## config.mk

```make
export PLATFORM = sky130hd
export DESIGN_NAME = regfile16
export DESIGN_NICKNAME = d
export VERILOG_FILES = /design/src/rtl/regfile_pkg.sv /design/src/rtl/mux16.sv /design/src/rtl/register_en.sv /design/src/rtl/regfile16.sv
export SDC_FILE = /design/constraint.sdc
export NUM_CORES = 1
export LEC_CHECK = 0
export BUFFER_PORTS_ARGS = -buffer_cell sky130_fd_sc_hd__buf_2
export CAP_MARGIN = 20
export CORE_MARGIN = 2
export CORE_UTILIZATION = 40
export CTS_CLUSTER_SIZE = 30
export DETAILED_ROUTE_END_ITERATION = 8
export PLACE_DENSITY = 0.65
export SLEW_MARGIN = 10
export SYNTH_ARGS = -nofsm -noshare
export SYNTH_HDL_FRONTEND = slang
export SYNTH_SLANG_ARGS = --single-unit
export TNS_END_PERCENT = 10
```

## constraint.sdc

```tcl
create_clock -name clk -period 3.6 [get_ports clk]
set_clock_uncertainty 0.1 [all_clocks]
set_input_delay 0.9 -clock clk [delete_from_list [all_inputs] [get_ports clk]]
set_output_delay 0.9 -clock clk [all_outputs]
set_load 0.01 [all_outputs]
```

## src/rtl/regfile_pkg.sv

```systemverilog
// Shared constants and types for the 16-entry RV32E register file.
package regfile_pkg;
    localparam int REG_ADDR_W = 4;
    localparam int NUM_REGS   = 16;
    localparam int ZERO_REG   = 0;

    typedef logic [REG_ADDR_W-1:0] reg_addr_t;
endpackage

```

## src/rtl/mux16.sv

```systemverilog
// Generic 16:1 word multiplexer library cell.
module mux16 #(
    parameter int N = 32
) (
    input  logic [15:0][N-1:0] i_din,
    input  logic [3:0]         i_sel,
    output logic [N-1:0]       o_dout
);
    assign o_dout = i_din[i_sel];
endmodule

```

## src/rtl/register_en.sv

```systemverilog
// N-bit storage register with asynchronous active-low clear and load enable.
module register_en #(
    parameter int N = 32
) (
    input  logic         clk,
    input  logic         rst_n,
    input  logic         i_load,
    input  logic [N-1:0] i_d,
    output logic [N-1:0] o_q
);
    logic [N-1:0] r_q;

    always_ff @(posedge clk or negedge rst_n) begin
        if (!rst_n) begin
            r_q <= '0;
        end else if (i_load) begin
            r_q <= i_d;
        end
    end

    assign o_q = r_q;
endmodule

```

## src/rtl/regfile16.sv

```systemverilog
// Two-read / one-write register file, x0 hardwired to zero, with a debug write counter.
module regfile16
    import regfile_pkg::*;
#(
    parameter int N = 32
) (
    input  logic             clk,
    input  logic             rst_n,
    input  logic             wr_ena,
    input  reg_addr_t        rd_addr,
    input  logic [N-1:0]     rd_data,
    input  reg_addr_t        rs1_addr,
    input  reg_addr_t        rs2_addr,
    output logic [N-1:0]     rs1_data,
    output logic [N-1:0]     rs2_data,
    output logic [7:0]       wr_count
);
    localparam int NUM_ENTRIES = NUM_REGS;

    logic [NUM_ENTRIES-1:0]        w_load;
    logic [NUM_ENTRIES-1:0][N-1:0] w_regs;
    logic                          w_accept;
    logic [7:0]                    r_wr_count;

    // One-hot load decode; the x0 lane never loads so x0 writes are rejected here.
    assign w_load[ZERO_REG] = 1'b0;
    assign w_regs[ZERO_REG] = '0;

    generate
        for (genvar gi = 1; gi < NUM_ENTRIES; gi++) begin : g_entry
            assign w_load[gi] = wr_ena && (rd_addr == reg_addr_t'(gi));

            register_en #(.N(N)) u_reg (
                .clk    (clk),
                .rst_n  (rst_n),
                .i_load (w_load[gi]),
                .i_d    (rd_data),
                .o_q    (w_regs[gi])
            );
        end
    endgenerate

    assign w_accept = |w_load;

    always_ff @(posedge clk or negedge rst_n) begin
        if (!rst_n) begin
            r_wr_count <= '0;
        end else if (w_accept) begin
            r_wr_count <= r_wr_count + 8'd1;
        end
    end

    assign wr_count = r_wr_count;

    mux16 #(.N(N)) u_mux_rs1 (
        .i_din  (w_regs),
        .i_sel  (rs1_addr),
        .o_dout (rs1_data)
    );

    mux16 #(.N(N)) u_mux_rs2 (
        .i_din  (w_regs),
        .i_sel  (rs2_addr),
        .o_dout (rs2_data)
    );
endmodule
```

==> flow_summary.json, run 1 <==
{
  "status": "finished, violations left",
  "failed_checks": "negative setup slack",
  "post-route-worst-setup-slack_ps": -2.10,
  "grt_max_degree": 102,
  "clkTransAtPathRegs_ps": 60,
  "post-route-min-period_ps": 3600,
  "ir_drop_v": 0.000440,
  "rsz0062_at_grt": "yes",
  "power_frac_clock_pct": 32.3,
  "core_region_area_um2": 64300,
  "slew_headroom_pct": 44.1,
  "synth_top_area_cell": "dfrtp_1",
  "drv_slew": 0,
  "switchingPower_mw": 4.92,
  "worst-setup-path-type": "in -> out",
  "cp-end-kind": "output port",
  "grt.total_usage_pct": 23.0,
  "area_growth_pct": 17.2,
  "cap_violations": 0,
  "rr_worst_depth": 3,
  "rrSetupSlack_ps": 2340,
  "p_int_mw": 12.6,
  "grt_util_met2_pct": 36.5,
  "cp-start-kind": "input port",
  "synthTopCellsByArea": "dfrtp_1 (47%), mux4_2 (16%), mux2_2 (14%), mux2_1 (11%), buf_2 (1.6%)",
  "drc_errors": 0,
  "dp.cells": 2650,
  "syn-num-nets": 1786,
  "ant_nets": 0,
  "cp.required_ps": 2600,
  "syn_avg_cell_area_um2": 15.0,
  "yosysWarningCount": 0,
  "top_level_ports": 119,
  "finalSetupViolCount": 1,
  "antenna_found_initial": 6,
  "worst-path-max-fanout": 19,
  "place.gp.congestion": 0.809,
  "cts_root_buf": "clkbuf_16",
  "r2r_end": "wr_count[7]",
  "powerDensity_nw_per_um2": 575,
  "worst_pin_slew_ps": 838,
  "post_drt_via_cell_ratio": 6.08,
  "finalNonFillerCells": 2760,
  "hold_buffers": 0,
  "grt_pass1_vias": 17700,
  "hpwl_mm": 44.7,
  "cpPeakStageDelay_ps": 540,
  "numPortBuffers": 118,
  "dieHeight_um": 259,
  "die_area_um2": 67100,
  "crit_chain": "clkbuf_16, buf_12, mux4_2, mux4_2, buf_2",
  "clock_path_buffers": 3,
  "finalCritPeriodShare_pct": 100,
  "synth_top_area_share_pct": 47.0,
  "arrival_ps": 2600,
  "hold_class": "in -> async",
  "layout-drive-gt1-share_pct": 45.7,
  "gr-usage-met1_pct": 31.6,
  "crit_slowest_cell": "mux4_2",
  "cts_tree": "built",
  "sw_frac_of_total_pct": 28.1,
  "timing.fmax_ghz": 0.278,
  "p_total_mw": 17.5,
  "ys_seq_elements": 488,
  "p_seq_share_pct": 44.1,
  "grt_pass1_wl_mm": 115,
  "syn-instance-count": 1738,
  "top_usage_layer": "met2",
  "htreeDepth": 2,
  "first_pass_iters": 5,
  "pwr-share-comb_pct": 23.5,
  "ys_types": 34,
  "rows": 93,
  "drtIter0Drc": 1225,
  "start_util_pct": 40.4,
  "rr_startpoint": "wr_count[2]",
  "hold_viol": 0,
  "startpoint": "rs2_addr[0]",
  "layout.nets": 1909,
  "worst_path_most_repeated_cell": "mux4_2",
  "wl_per_cell_um": 27.5,
  "ys_seq_area_share_pct": 47.0,
  "p_leak_nw": 12.8,
  "vias": 16800,
  "met3_usage_pct": 5.04,
  "fp.dieW_um": 259,
  "syn-cell-area_um2": 26000,
  "cts_sinks": 488,
  "overflow": 0,
  "cts_buffers": 54,
  "clock_latency_ps": 600,
  "wl_mm": 76.0
}
==> critical path: cells and delay by family <==
family | cells | cell delay, ps
buffers and inverters | 3 | 600
muxes | 2 | 1070
==> how the worst max path moves through the flow <==
stage               slack [ps]      endpoint
floorplan                  290  rs2_data[31]
global placement          -180  rs1_data[28]
detailed placement        -160  rs1_data[28]
CTS                        -50  rs1_data[24]
global route               -30  rs2_data[24]
finish                      -2  rs2_data[24]
==> routing by layer <==
metal	wire [um]	vias up	share of wire, %
met1	32700	9022	43
met3	5260	158	6.9
met5	63	-	0.083
li1	-	7015	-
met4	2210	8	2.9
met2	35700	575	47
==> synth_stat cells <==
library cell and n:
nor3b_1 1, buf_4 9, nand3_1 14, clkinv_1 2, o21ai_0 4, buf_1 5, mux2i_1 30, xor2_1 4
o22a_1 17, o221ai_1 19, a221oi_1 34, o211ai_1 13, nor3_1 1, xnor2_1 3, buf_2 84, nor2b_1 3
nand2_1 19, ha_1 1, buf_6 3, nand4_1 3, or3_1 3, clkbuf_1 75, a21oi_1 30, a22o_1 32
nand3b_1 3, mux4_2 190, mux2_1 255, nand2b_1 4, mux2_2 328, o41a_1 1, and3_1 1, dfrtp_1 488
a221o_1 13, nor2_1 46
==> flip-flops by register name, summed over array words and instances, names as in the netlist <==
name and count:
g_entry.u_reg.o_q 480, wr_count 8
==> kinds of logic (layout without fill, tap and decap cells) <==
kind of cell | Yosys count | after routing | synth area share (%)
and+or+nand+nor | 98 | 98 | 1.68
muxes | 803 | 803 | 42.9
DFF | 488 | 488 | 47.0
AOI/OAI and AO/OA | 163 | 163 | 5.01
buffers and inverters | 178 | 344 | 3.19
other | 0 | 1 | 0
adders and majority gates | 1 | 1 | 0.0481
xor gates and xnor gates | 7 | 7 | 0.236
==> power by group through the flow <==
stage / Combinational, mW / Sequential (mW) / Clock, mW
after floorplan: 2.95 / 7.50 / 0
after global placement: 3.97 / 7.69 / 0
after detailed placement: 4.07 / 7.81 / 0
after CTS: 4.13 / 7.72 / 5.78
after global routing: 4.43 / 7.92 / 6.00
final: 4.12 / 7.73 / 5.67
==> final cells by class <==
type | instances | area [um^2]
repair buffers | 243 | 2280
flip-flops and latches | 488 | 12200
well taps | 855 | 1070
multi-input cells | 1072 | 13100
clock inverters | 22 | 282
fillers | 5517 | 33900
inverters | 2 | 7.51
clock buffers | 77 | 1510
diodes | 1 | 2.50
==> metrics by stage <==
| step | hold slack (ps) | instance area (um^2) | TNS [ps] | worst slack, ps | util [%] |
|---|---|---|---|---|---|
| floorplan | 369 | 26000 | 0 | 288 | - |
| global placement | 354 | 28400 | -2410 | -175 | 44.1 |
| detailed placement | 385 | 28400 | -2480 | -164 | 44.1 |
| CTS | 132 | 30400 | -458 | -54.6 | 47.2 |
| global route | 159 | 30500 | -192 | -29.1 | 47.4 |
| finish | 140 | 30500 | -2.10 | -2.10 | 47.4 |
==> cells in the final DEF, fill, tap and decap left out, types with 3 or more instances in the layout <==
cell type	synthesis	routed
buf_4	9	72
a22o_1	32	32
nand3b_1	3	3
nand4_1	3	3
a221oi_2	0	5
bufinv_16	0	6
clkinv_2	0	9
nand2b_1	4	3
mux2_2	328	328
nor2_4	0	9
mux2i_1	30	30
o22a_1	17	17
o21ai_0	4	4
nand2_1	19	19
mux4_2	190	190
o211ai_1	13	13
buf_2	84	110
buf_12	0	47
buf_16	0	3
xnor2_1	3	3
xor2_1	4	4
a221o_1	13	13
nor2_1	46	36
a21oi_2	0	4
a21oi_1	30	26
mux2_1	255	255
a221oi_1	34	29
o221ai_1	19	18
nand3_1	14	14
or3_2	0	3
clkbuf_1	75	17
clkbuf_8	0	6
nor2b_4	0	3
buf_6	3	7
clkinvlp_4	0	4
dfrtp_1	488	488
clkbuf_16	0	56
==> what timing repair did <==
| action | in CTS | in global routing |
|---|---|---|
| endpoints found under the setup margin | 48 | 43 |
| setup buffers | 5 | 4 |
| gates cloned | 2 | 0 |
| gates resized for setup | 15 | 10 |
| pin swaps | 12 | 6 |
No activity file was read; power rests on OpenSTA's default activity.
==> run 2: changes to the inputs <==
Settings changed: CORE_UTILIZATION 40 to 31, PLACE_DENSITY 0.65 to 0.55.
==> flow_summary.json, run 2 (synthesized netlist as in run 1, its figures left out) <==
{
  "startpoint": "rs2_addr[0]",
  "overflow": 0,
  "grt.total_usage_pct": 18.7,
  "worst-setup-path-type": "in -> out",
  "worst_path_most_repeated_cell": "mux4_2",
  "cp-end-kind": "output port",
  "grt_max_degree": 100,
  "timing.fmax_ghz": 0.276,
  "p_int_mw": 12.7,
  "ir_drop_v": 0.000368,
  "grt_pass1_vias": 18000,
  "drv_slew": 0,
  "die_area_um2": 86200,
  "finalSetupTns_ps": -57.2,
  "cap_violations": 0,
  "grt_pass1_wl_mm": 121,
  "ant_nets": 0,
  "cts_buffers": 54,
  "cp.required_ps": 2600,
  "wl_mm": 80.2,
  "post_drt_via_cell_ratio": 5.57,
  "cts_tree": "built",
  "first_pass_iters": 5,
  "crit_slowest_cell": "mux4_2",
  "crit_path_end": "rs2_data[27]",
  "finalCritPeriodShare_pct": 101,
  "rows": 106,
  "largest_reg_flops": 480,
  "layout-drive-gt1-share_pct": 47.1,
  "wl_per_cell_um": 26.5,
  "hpwl_mm": 50.1,
  "r2r_end": "wr_count[1]",
  "rr_startpoint": "wr_count[0]",
  "final_util_pct": 37.4,
  "antenna_found_initial": 9,
  "clock_path_buffers": 3,
  "powerDensity_nw_per_um2": 568,
  "failed_checks": "negative setup slack",
  "pwr-share-comb_pct": 23.9,
  "rr_worst_depth": 2,
  "core_region_area_um2": 83300,
  "final_common_cell": "dfrtp_1",
  "hold_viol": 0,
  "place.gp.congestion": 0.786,
  "switchingPower_mw": 4.97,
  "clkTransAtPathRegs_ps": 60,
  "cts_sinks": 488,
  "drtIter0Drc": 1244,
  "p_leak_nw": 13.1,
  "sw_frac_of_total_pct": 28.1,
  "place_worst_setup_slack_ps": -129,
  "rsz0062_at_grt": "yes",
  "power_frac_clock_pct": 32.4,
  "area_growth_pct": 19.9,
  "numPortBuffers": 118,
  "layout.nets": 1946,
  "crit_chain": "clkbuf_16, buf_6, mux4_2, mux4_2, buf_2",
  "htreeDepth": 2,
  "dp.cells": 2915,
  "layout_common_cells": "dfrtp_1 (488), mux2_2 (328), mux2_1 (255)",
  "worst_pin_slew_ps": 848,
  "finalSetupViolCount": 5,
  "p_seq_share_pct": 43.8,
  "cpPeakStageDelay_ps": 520,
  "worst-path-max-fanout": 18,
  "post-route-min-period_ps": 3620,
  "fp.dieW_um": 294,
  "arrival_ps": 2620,
  "clock_latency_ps": 620,
  "start_util_pct": 31.2,
  "p_total_mw": 17.7,
  "vias": 16800,
  "hold_buffers": 0,
  "dieHeight_um": 294,
  "top_level_ports": 119,
  "post-route-worst-setup-slack_ps": -20.2,
  "hold_class": "in -> async",
  "finalNonFillerCells": 3024,
  "slew_headroom_pct": 43.5,
  "cts_root_buf": "clkbuf_16",
  "rrSetupSlack_ps": 2410,
  "drc_errors": 0,
  "cp-start-kind": "input port",
  "status": "finished, violations left"
}
[run 2: power by group through the flow]
stage	Sequential, mW	Clock (mW)	Combinational, mW
finish	7.75	5.73	4.22
global route	7.94	6.10	4.55
CTS	7.74	5.90	4.21
detailed placement	7.83	0	4.16
global placement	7.74	0	4.04
floorplan	7.50	0	2.95
[run 2: worst min path at each step]
stage | endpoint | cells past startpoint | slack, ps | start
after detailed placement | wr_count[7] | 1 | 370 | wr_count[7]
after CTS | g_entry[3].u_reg.o_q[26] | 1 | 100 | rst_n
after floorplan | g_entry[3].u_reg.o_q[10] | 1 | 370 | g_entry[3].u_reg.o_q[10]
after global placement | wr_count[7] | 1 | 360 | wr_count[7]
after global routing | g_entry[1].u_reg.o_q[26] | 1 | 120 | rst_n
final | g_entry[1].u_reg.o_q[26] | 1 | 110 | rst_n
[run 2: cell type report]
class,instances,area [um^2]
fill,7855,52100
multi-input combinational,1072,13100
sequential,488,12200
timing repair buffer,280,2640
clock buffer,81,1620
tap,1080,1350
clock inverter,17,218
antenna,4,10.0
inverter,2,7.51
[run 2: what timing repair did]
item / in CTS / in global routing
endpoints found under the setup margin: 43 / 31
gates cloned: 2 / 1
setup buffers: 0 / 4
resized for setup: 20 / 19
[run 2: metal layers]
layer	share of wire (%)	global-route usage [%]	vias to the layer above
met5	0.055	0	-
met3	4.5	2.79	147
met1	43	24.6	9131
li1	-	-	7115
met2	49	31.6	429
met4	3.1	6.50	8
[run 2: worst max-delay path: cells and delay by family]
family	cells	cell delay [ps]
multiplexers	2	1040
buffers and inverters	3	630
[run 2: metrics by stage]
step	hold slack, ps	instance area [um^2]
after floorplan	369	26000
after global placement	357	29000
after detailed placement	371	29000
after CTS	97.8	31000
after global routing	119	31200
final	109	31200
==> run 3: changes to the inputs <==
Settings changed: CORE_MARGIN 2 to 3, TNS_END_PERCENT 10 to 20.
==> flow_summary.json, run 3 (synthesized netlist as in run 1, its figures left out) <==
{
  "hpwl_mm": 49.0,
  "vias": 16800,
  "powerDensity_nw_per_um2": 565,
  "cp-end-kind": "output port",
  "p_total_mw": 17.5,
  "cts_root_buf": "clkbuf_16",
  "core_region_area_um2": 82600,
  "ir_drop_v": 0.000326,
  "post_drt_via_cell_ratio": 5.60,
  "top_level_ports": 119,
  "post-route-min-period_ps": 3610,
  "finalSetupTns_ps": -13.8,
  "fp.dieW_um": 296,
  "drtIter0Drc": 1095,
  "dieHeight_um": 296,
  "clkTransAtPathRegs_ps": 60,
  "worst-setup-path-type": "in -> out",
  "grt.total_usage_pct": 18.4,
  "cts_tree": "built",
  "antenna_found_initial": 9,
  "grt_max_degree": 81,
  "cp.required_ps": 2600,
  "rsz0062_at_grt": "yes",
  "first_pass_iters": 5,
  "layout-drive-gt1-share_pct": 46.7,
  "hold_viol": 0,
  "numPortBuffers": 118,
  "finalCritPeriodShare_pct": 100,
  "finalNonFillerCells": 3003,
  "cpPeakStageDelay_ps": 560,
  "die_area_um2": 87400,
  "drc_errors": 0,
  "place.gp.congestion": 0.774,
  "worst_pin_slew_ps": 858,
  "placed_area_um2": 29000,
  "worst_path_most_repeated_cell": "mux4_2",
  "crit_chain": "clkbuf_16, buf_4, mux4_2, mux4_2, buf_6",
  "hold_class": "in -> async",
  "worst-path-max-fanout": 20,
  "overflow": 0,
  "status": "finished, violations left",
  "ant_nets": 0,
  "grt_pass1_wl_mm": 120,
  "clock_latency_ps": 620,
  "cts_buffers": 55,
  "post-route-worst-setup-slack_ps": -8.82,
  "final_common_cell": "dfrtp_1",
  "r2r_end": "wr_count[7]",
  "rows": 105,
  "failed_checks": "negative setup slack",
  "drv_slew": 0,
  "regArea_um2": 12200,
  "rr_worst_depth": 3,
  "wl_mm": 79.5,
  "cts_sinks": 488,
  "rrSetupSlack_ps": 2380,
  "cp-start-kind": "input port",
  "grt_pass1_vias": 17900,
  "wl_per_cell_um": 26.5,
  "clock_path_buffers": 3,
  "largest_reg_flops": 480,
  "arrival_ps": 2610,
  "crit_slowest_cell": "mux4_2",
  "multi_input_area_um2": 13100,
  "p_leak_nw": 13.0,
  "n_fill_cell": 7692,
  "layout.nets": 1937,
  "area_growth_pct": 19.2,
  "dp.cells": 2900,
  "htreeDepth": 2,
  "cap_violations": 0,
  "finalSetupViolCount": 3,
  "start_util_pct": 31.5,
  "layout_common_cells": "dfrtp_1 (488), mux2_2 (328), mux2_1 (255)",
  "timing.fmax_ghz": 0.277,
  "slew_headroom_pct": 42.8,
  "rr_startpoint": "wr_count[2]",
  "stdcell_area_um2": 31000
}
-- run 3: routing by layer --
| layer | share of wire [%] | track usage [%] |
|---|---|---|
| met5 | 0.065 | 0 |
| met4 | 2.9 | 5.85 |
| met3 | 5.1 | 2.91 |
| met2 | 47 | 29.1 |
| met1 | 45 | 25.9 |
-- run 3: cell type report --
class                   count  share of cell area (%)
clock inverters            21                   0.674
multi-input cells        1072                    42.3
diodes                      2                  0.0162
flip-flops and latches    488                    39.4
clock buffers              78                    5.11
well taps                1070                    4.32
repair buffers            270                    8.17
inverters                   2                  0.0242
-- run 3: repair_timing --
item                       4_1_cts  5_1_grt
gates resized for setup         10       14
cloned                           0        1
buffers inserted                 1        0
hold buffers                     0        0
pin swaps                        0        1
setup endpoints to repair       54       39
-- run 3: stage by stage --
step	hold slack (ps)	utilization (%)	setup slack, ps
after detailed placement	353	35.1	-207
after floorplan	369	-	288
after global placement	354	35.1	-234
after global routing	261	37.5	-44.2
final	235	37.5	-8.82
after CTS	220	37.4	-32.3
-- run 3: how the worst max path moves through the flow --
stage	slack, ps	to	cells past startpoint	start
4_1_cts	-30	rs1_data[27]	9	rs1_addr[1]
5_1_grt	-40	rs1_data[27]	9	rs1_addr[1]
2_1_floorplan	290	rs2_data[31]	5	rs2_addr[1]
6_report	-9	rs2_data[0]	5	rs2_addr[0]
3_5_place_dp	-210	rs1_data[28]	7	rs1_addr[1]
3_3_place_gp	-230	rs1_data[8]	7	rs1_addr[1]
-- run 3: power breakdown --
part           switching [mW]  internal, mW
registers               0.956          6.79
clock network            2.35          3.26
logic                    1.66          2.50
-- run 3: critical path: cells and delay by family --
| kind | cells | cell delay [ps] |
|---|---|---|
| buf+inv | 3 | 610 |
| mux | 2 | 1060 |
